[src/rtl/event_encoder.sv]
// Registered priority encoder: captures event requests into a sticky pending
// register and issues one binary code per event over a valid/ready handshake.
module event_encoder #(
  parameter int N            = 4,
  parameter int CODE_W       = 2,
  parameter bit PRIORITY_MSB = 1'b1
) (
  input  logic              clk,
  input  logic              rst_n,
  input  logic              en,
  input  logic              clear_in,
  input  logic [N-1:0]      req_in,
  input  logic              ready_in,
  output logic [CODE_W-1:0] code_out,
  output logic              valid_out,
  output logic [N-1:0]      pending_out,
  output logic              overflow_out
);

  if (N < 2) begin : g_bad_n
    $error("event_encoder: N must be at least 2");
  end
  if (CODE_W != $clog2(N)) begin : g_bad_code_w
    $error("event_encoder: CODE_W must equal $clog2(N)");
  end

  // Winning index of v; the scan order makes the last hit the winner.
  function automatic logic [CODE_W-1:0] prio_sel(input logic [N-1:0] v);
    logic [CODE_W-1:0] r;
    r = {CODE_W{1'b0}};
    for (int i = 0; i < N; i++) begin
      if (PRIORITY_MSB) begin
        r = v[i] ? CODE_W'(i) : r;
      end else begin
        r = v[N-1-i] ? CODE_W'(N-1-i) : r;
      end
    end
    return r;
  endfunction

  function automatic logic [N-1:0] onehot(input logic [CODE_W-1:0] idx);
    logic [N-1:0] one;
    one = {{(N-1){1'b0}}, 1'b1};
    return one << idx;
  endfunction

  logic [N-1:0]      pending_r;
  logic [CODE_W-1:0] code_r;
  logic              valid_r;
  logic              overflow_r;

  logic [N-1:0]      new_s;
  logic [N-1:0]      avail_s;
  logic [CODE_W-1:0] sel_s;
  logic              can_load_s;
  logic              accept_s;

  // Next-event selection from captured plus newly arriving requests.
  always_comb begin
    new_s      = en ? req_in : {N{1'b0}};
    avail_s    = pending_r | new_s;
    sel_s      = prio_sel(avail_s);
    can_load_s = !valid_r || ready_in;
    accept_s   = valid_r && ready_in;
  end

  // Pending capture, code issue and overflow flag; clear_in drops even this cycle's requests.
  always_ff @(posedge clk or negedge rst_n) begin
    if (!rst_n) begin
      pending_r  <= {N{1'b0}};
      code_r     <= {CODE_W{1'b0}};
      valid_r    <= 1'b0;
      overflow_r <= 1'b0;
    end else if (clear_in) begin
      pending_r  <= {N{1'b0}};
      code_r     <= {CODE_W{1'b0}};
      valid_r    <= 1'b0;
      overflow_r <= 1'b0;
    end else begin
      overflow_r <= en && (|(req_in & pending_r));
      if (can_load_s && (avail_s != {N{1'b0}})) begin
        code_r    <= sel_s;
        valid_r   <= 1'b1;
        pending_r <= avail_s & ~onehot(sel_s);
      end else begin
        pending_r <= avail_s;
        code_r    <= code_r;
        // Reaching here with accept means nothing is left to issue.
        if (accept_s) begin
          valid_r <= 1'b0;
        end else begin
          valid_r <= valid_r;
        end
      end
    end
  end

  assign code_out     = code_r;
  assign valid_out    = valid_r;
  assign pending_out  = pending_r;
  assign overflow_out = overflow_r;

endmodule

[config.mk]
export PLATFORM = sky130hd
export DESIGN_NAME = event_encoder
export DESIGN_NICKNAME = d
export VERILOG_FILES = /design/src/rtl/event_encoder.sv
export SDC_FILE = /design/constraint.sdc
export NUM_CORES = 1
export LEC_CHECK = 0
export CELL_PAD_IN_SITES_DETAIL_PLACEMENT = 0
export CELL_PAD_IN_SITES_GLOBAL_PLACEMENT = 1
export CORE_UTILIZATION = 28
export DETAILED_ROUTE_END_ITERATION = 8
export GPL_TIMING_DRIVEN = 0
export PLACE_DENSITY_LB_ADDON = 0.1
export SLEW_MARGIN = 30
export SYNTH_ARGS = -nofsm -noshare
export SYNTH_HDL_FRONTEND = slang
export SYNTH_SLANG_ARGS = --single-unit
[constraint.sdc]
create_clock -name clk -period 1.35 [get_ports clk]
set_input_delay 0.27 -clock clk [delete_from_list [all_inputs] [get_ports clk]]
set_output_delay 0.27 -clock clk [all_outputs]
set_load 0.02 [all_outputs]
==> results of run 1 <==
## state kept, by name, indices dropped and copies added, names as in the netlist
signal        cells
pending_out       4
code_out          2
valid_out         1
overflow_out      1
## cell families after synthesis
logic type,count (synthesis),share of synthesized area (%)
AO/OA/AOI/OAI,15,24.8
AND/OR/NAND/NOR,15,22.6
flip-flops,8,51.6
buffers and inverters,1,0.967
## worst max-delay path: cells and delay by family
| kind | cells | cell delay [ns] |
|---|---|---|
| AO/OA/AOI/OAI | 2 | 0.49 |
| buffers and inverters | 1 | 0.45 |
| AND/OR/NAND/NOR | 2 | 0.24 |
## worst max-delay path by stage
stage	to	cells after the start	from
2_1_floorplan	code_out[0]	4	valid_out
3_5_place_dp	pending_out[1]	5	en
4_1_cts	pending_out[1]	5	en
6_report	code_out[0]	5	req_in[1]
3_3_place_gp	code_out[0]	5	en
5_1_grt	code_out[0]	5	req_in[1]
## layout make-up
type,instances,area (sq um)
sequential,8,200
fill,140,729
clock buffer,3,22.5
timing repair buffer,15,143
multi-input combinational,30,184
tap,15,18.8
buffer,1,3.75
## layout by cell type, fill, tap and decap left out, drive strengths merged, types with 2 or more instances in the layout
| cell type | n |
|---|---|
| nor2 | 4 |
| nand2b | 2 |
| a211oi | 2 |
| o21ai | 3 |
| dfrtp | 8 |
| dlygate4sd2 | 8 |
| clkbuf | 3 |
| clkdlybuf4s50 | 6 |
| a21oi | 6 |
| nor3 | 3 |
| nand2 | 2 |
## stage by stage
stage	std cells	setup TNS (ns)	utilization [%]	worst slack, ns
after floorplan	39	0	-	0.166
after global placement	69	-0.866	42.8	-0.197
after detailed placement	69	-1.01	42.8	-0.202
after CTS	72	0	43.8	0.0606
after global routing	72	0	43.9	0.00407
final	72	0	43.9	0.0712
## power by group through the flow
| stage | Combinational [mW] | Sequential [mW] | Clock, mW |
|---|---|---|---|
| 2_1_floorplan | 0.0668 | 0.295 | 0 |
| 3_3_place_gp | 0.167 | 0.272 | 0 |
| 3_5_place_dp | 0.169 | 0.274 | 0 |
| 4_1_cts | 0.157 | 0.269 | 0.194 |
| 5_1_grt | 0.169 | 0.271 | 0.210 |
| 6_report | 0.155 | 0.269 | 0.186 |
## timing repair
action / 4_1_cts / 5_1_grt
endpoints found under the setup margin: 8 / 3
resized for setup: 8 / 1
hold endpoints to repair: 0 / 0
hold buffers: 0 / 0
pin swaps: 0 / 0
## metal layers
| metal | vias up | track usage (%) |
|---|---|---|
| met2 | 13 | 23.3 |
| met1 | 180 | 16.4 |
| met5 | - | 0 |
| met4 | 0 | 15.5 |
| met3 | 5 | 3.47 |
| li1 | 180 | - |
==> results.yml, run 1 <==
outcome:
  outcome: "finished clean"
clock_network:
  clkSinkCount: 8
  clkTransAtPathRegs_ns: 0.05
  cts_tree: "done"
  cts_setup_buffers: 0
  clk_latency_ns: 0.26
  htreeDepth: 1
  cts_buffers: 3
  clockRootBuffer: "clkbuf_4"
  ctsLongestPathBuffers: 2
die:
  core_sq_um: 1300
  row_count: 13
  chipWidth_um: 39.2
  start_util_pct: 29.8
  fp.dieH_um: 39.2
  dieArea_sq_um: 1540
  ioPinCount: 17
synth:
  synthCells: 39
  synth_edf_count: 0
  syn_area_per_cell_sq_um: 9.95
  synth_seq_cells: 8
  yosysUniqueCellTypes: 19
  yosysTopAreaCell: "dfrtp_1"
  async_reset_ff_share_pct: 100
  synth_seq_area_share_pct: 51.6
  ys.warnings.count: 0
  syn_area_sq_um: 388
  synthFlopType: "dfrtp_1"
  yosysTopAreaCellShare_pct: 51.6
  synth_most_common_cell: "dfrtp_1"
  synthTopCellsByCount: "dfrtp_1 (8), a21oi_1 (6), nor2_1 (3), o21ai_1 (3)"
  synth_area_leaders: "dfrtp_1 (52%), a21oi_1 (7.7%), o21ai_1 (3.9%), a211oi_1 (3.9%), nand2b_1 (3.2%)"
  syn_nets: 48
detailed_routing:
  num_vias: 378
  drc_errors: 0
  drt_iter0_markers: 1
  avgRoutedWirePerCell_um: 13.1
  top_layer: "met4"
  wl_met3_um: 58
  wl_met2_um: 435
  antenna_left: 0
  viasPerCell: 5.25
  dr.pass1.iters: 2
  wirelength_um: 943
  wl_met1_um: 415
setup_path:
  critical_path_class: "in2reg"
  slowest_stage: "clkdlybuf4s50_1"
  cp_max_fo: 3
  reg2reg_from: "pending_out[1]"
  endpoint_kind: "flip-flop"
  max_stage_delay_ns: 0.45
  ff2ff_path_depth: 4
  worstPathCellList: "clkdlybuf4s50_1, o21ai_1, nand2_1, o211a_1, nor3_2"
  worstSetupStartpointType: "primary input"
  arrival_ns: 1.46
  ff2ff_setup_slack_ns: 0.20
  r2r-end: "code_out[0]"
  crit_required_ns: 1.53
cells_and_area:
  syn2layout_area_growth_pct: 47.4
  drive_gt1_share_pct: 10.5
  n_antenna_cell: 0
  final_nets: 68
  postLayoutCellArea_sq_um: 572
sta:
  hold_slack_ns: 0.296
  finalCriticalPeriod_ns: 1.28
  worstMarginPinSlew_ns: 0.386
  min_period_over_period_pct: 94.7
  finalSetupViolCount: 0
  hold_viol_final: 0
  slew_headroom_pct: 74.2
  max_freq_ghz: 0.782
  clock_skew_ns: 0.00312
  rsz0062_at_grt: "false"
  slew_viol_final: 0
global_routing:
  grt_pass1_vias: 346
  grt_antenna_before_repair: 0
  grt_pass1_wl_mm: 1.44
  overflow: 0
  grtUsageTotal_pct: 15.2
  grt_max_degree: 9
placement:
  io_buffers: 15
  place_area_sq_um: 557
  gp_congestion: 0.784
  dpl.hpwl_um: 734
power:
  total_power_uw: 610
  p_leak_nw: 0.277
  power_frac_comb_pct: 25.5
  power.share.clock_pct: 30.4
  power_frac_seq_pct: 44.1
  switching_share_pct: 29.8
  switchingPower_uw: 182
  ir_drop_mv: 0.532
  internal_power_uw: 428
  p_per_area_nw_per_um2: 1070
run:
  max-cap-violations: 0
min_path:
  hp-class: "in2async"
Power figures use the tool's default switching activity.
==> run 2, diff against run 1 <==
--- a/config.mk
+++ b/config.mk
@@ -9,6 +9,7 @@
 export CELL_PAD_IN_SITES_GLOBAL_PLACEMENT = 1
 export CORE_UTILIZATION = 28
 export DETAILED_ROUTE_END_ITERATION = 8
+export GPL_ROUTABILITY_DRIVEN = 0
 export GPL_TIMING_DRIVEN = 0
 export PLACE_DENSITY_LB_ADDON = 0.1
 export SLEW_MARGIN = 30
==> results of run 2 <==
The final DEF is identical to that of run 1; final timing and power are the same.
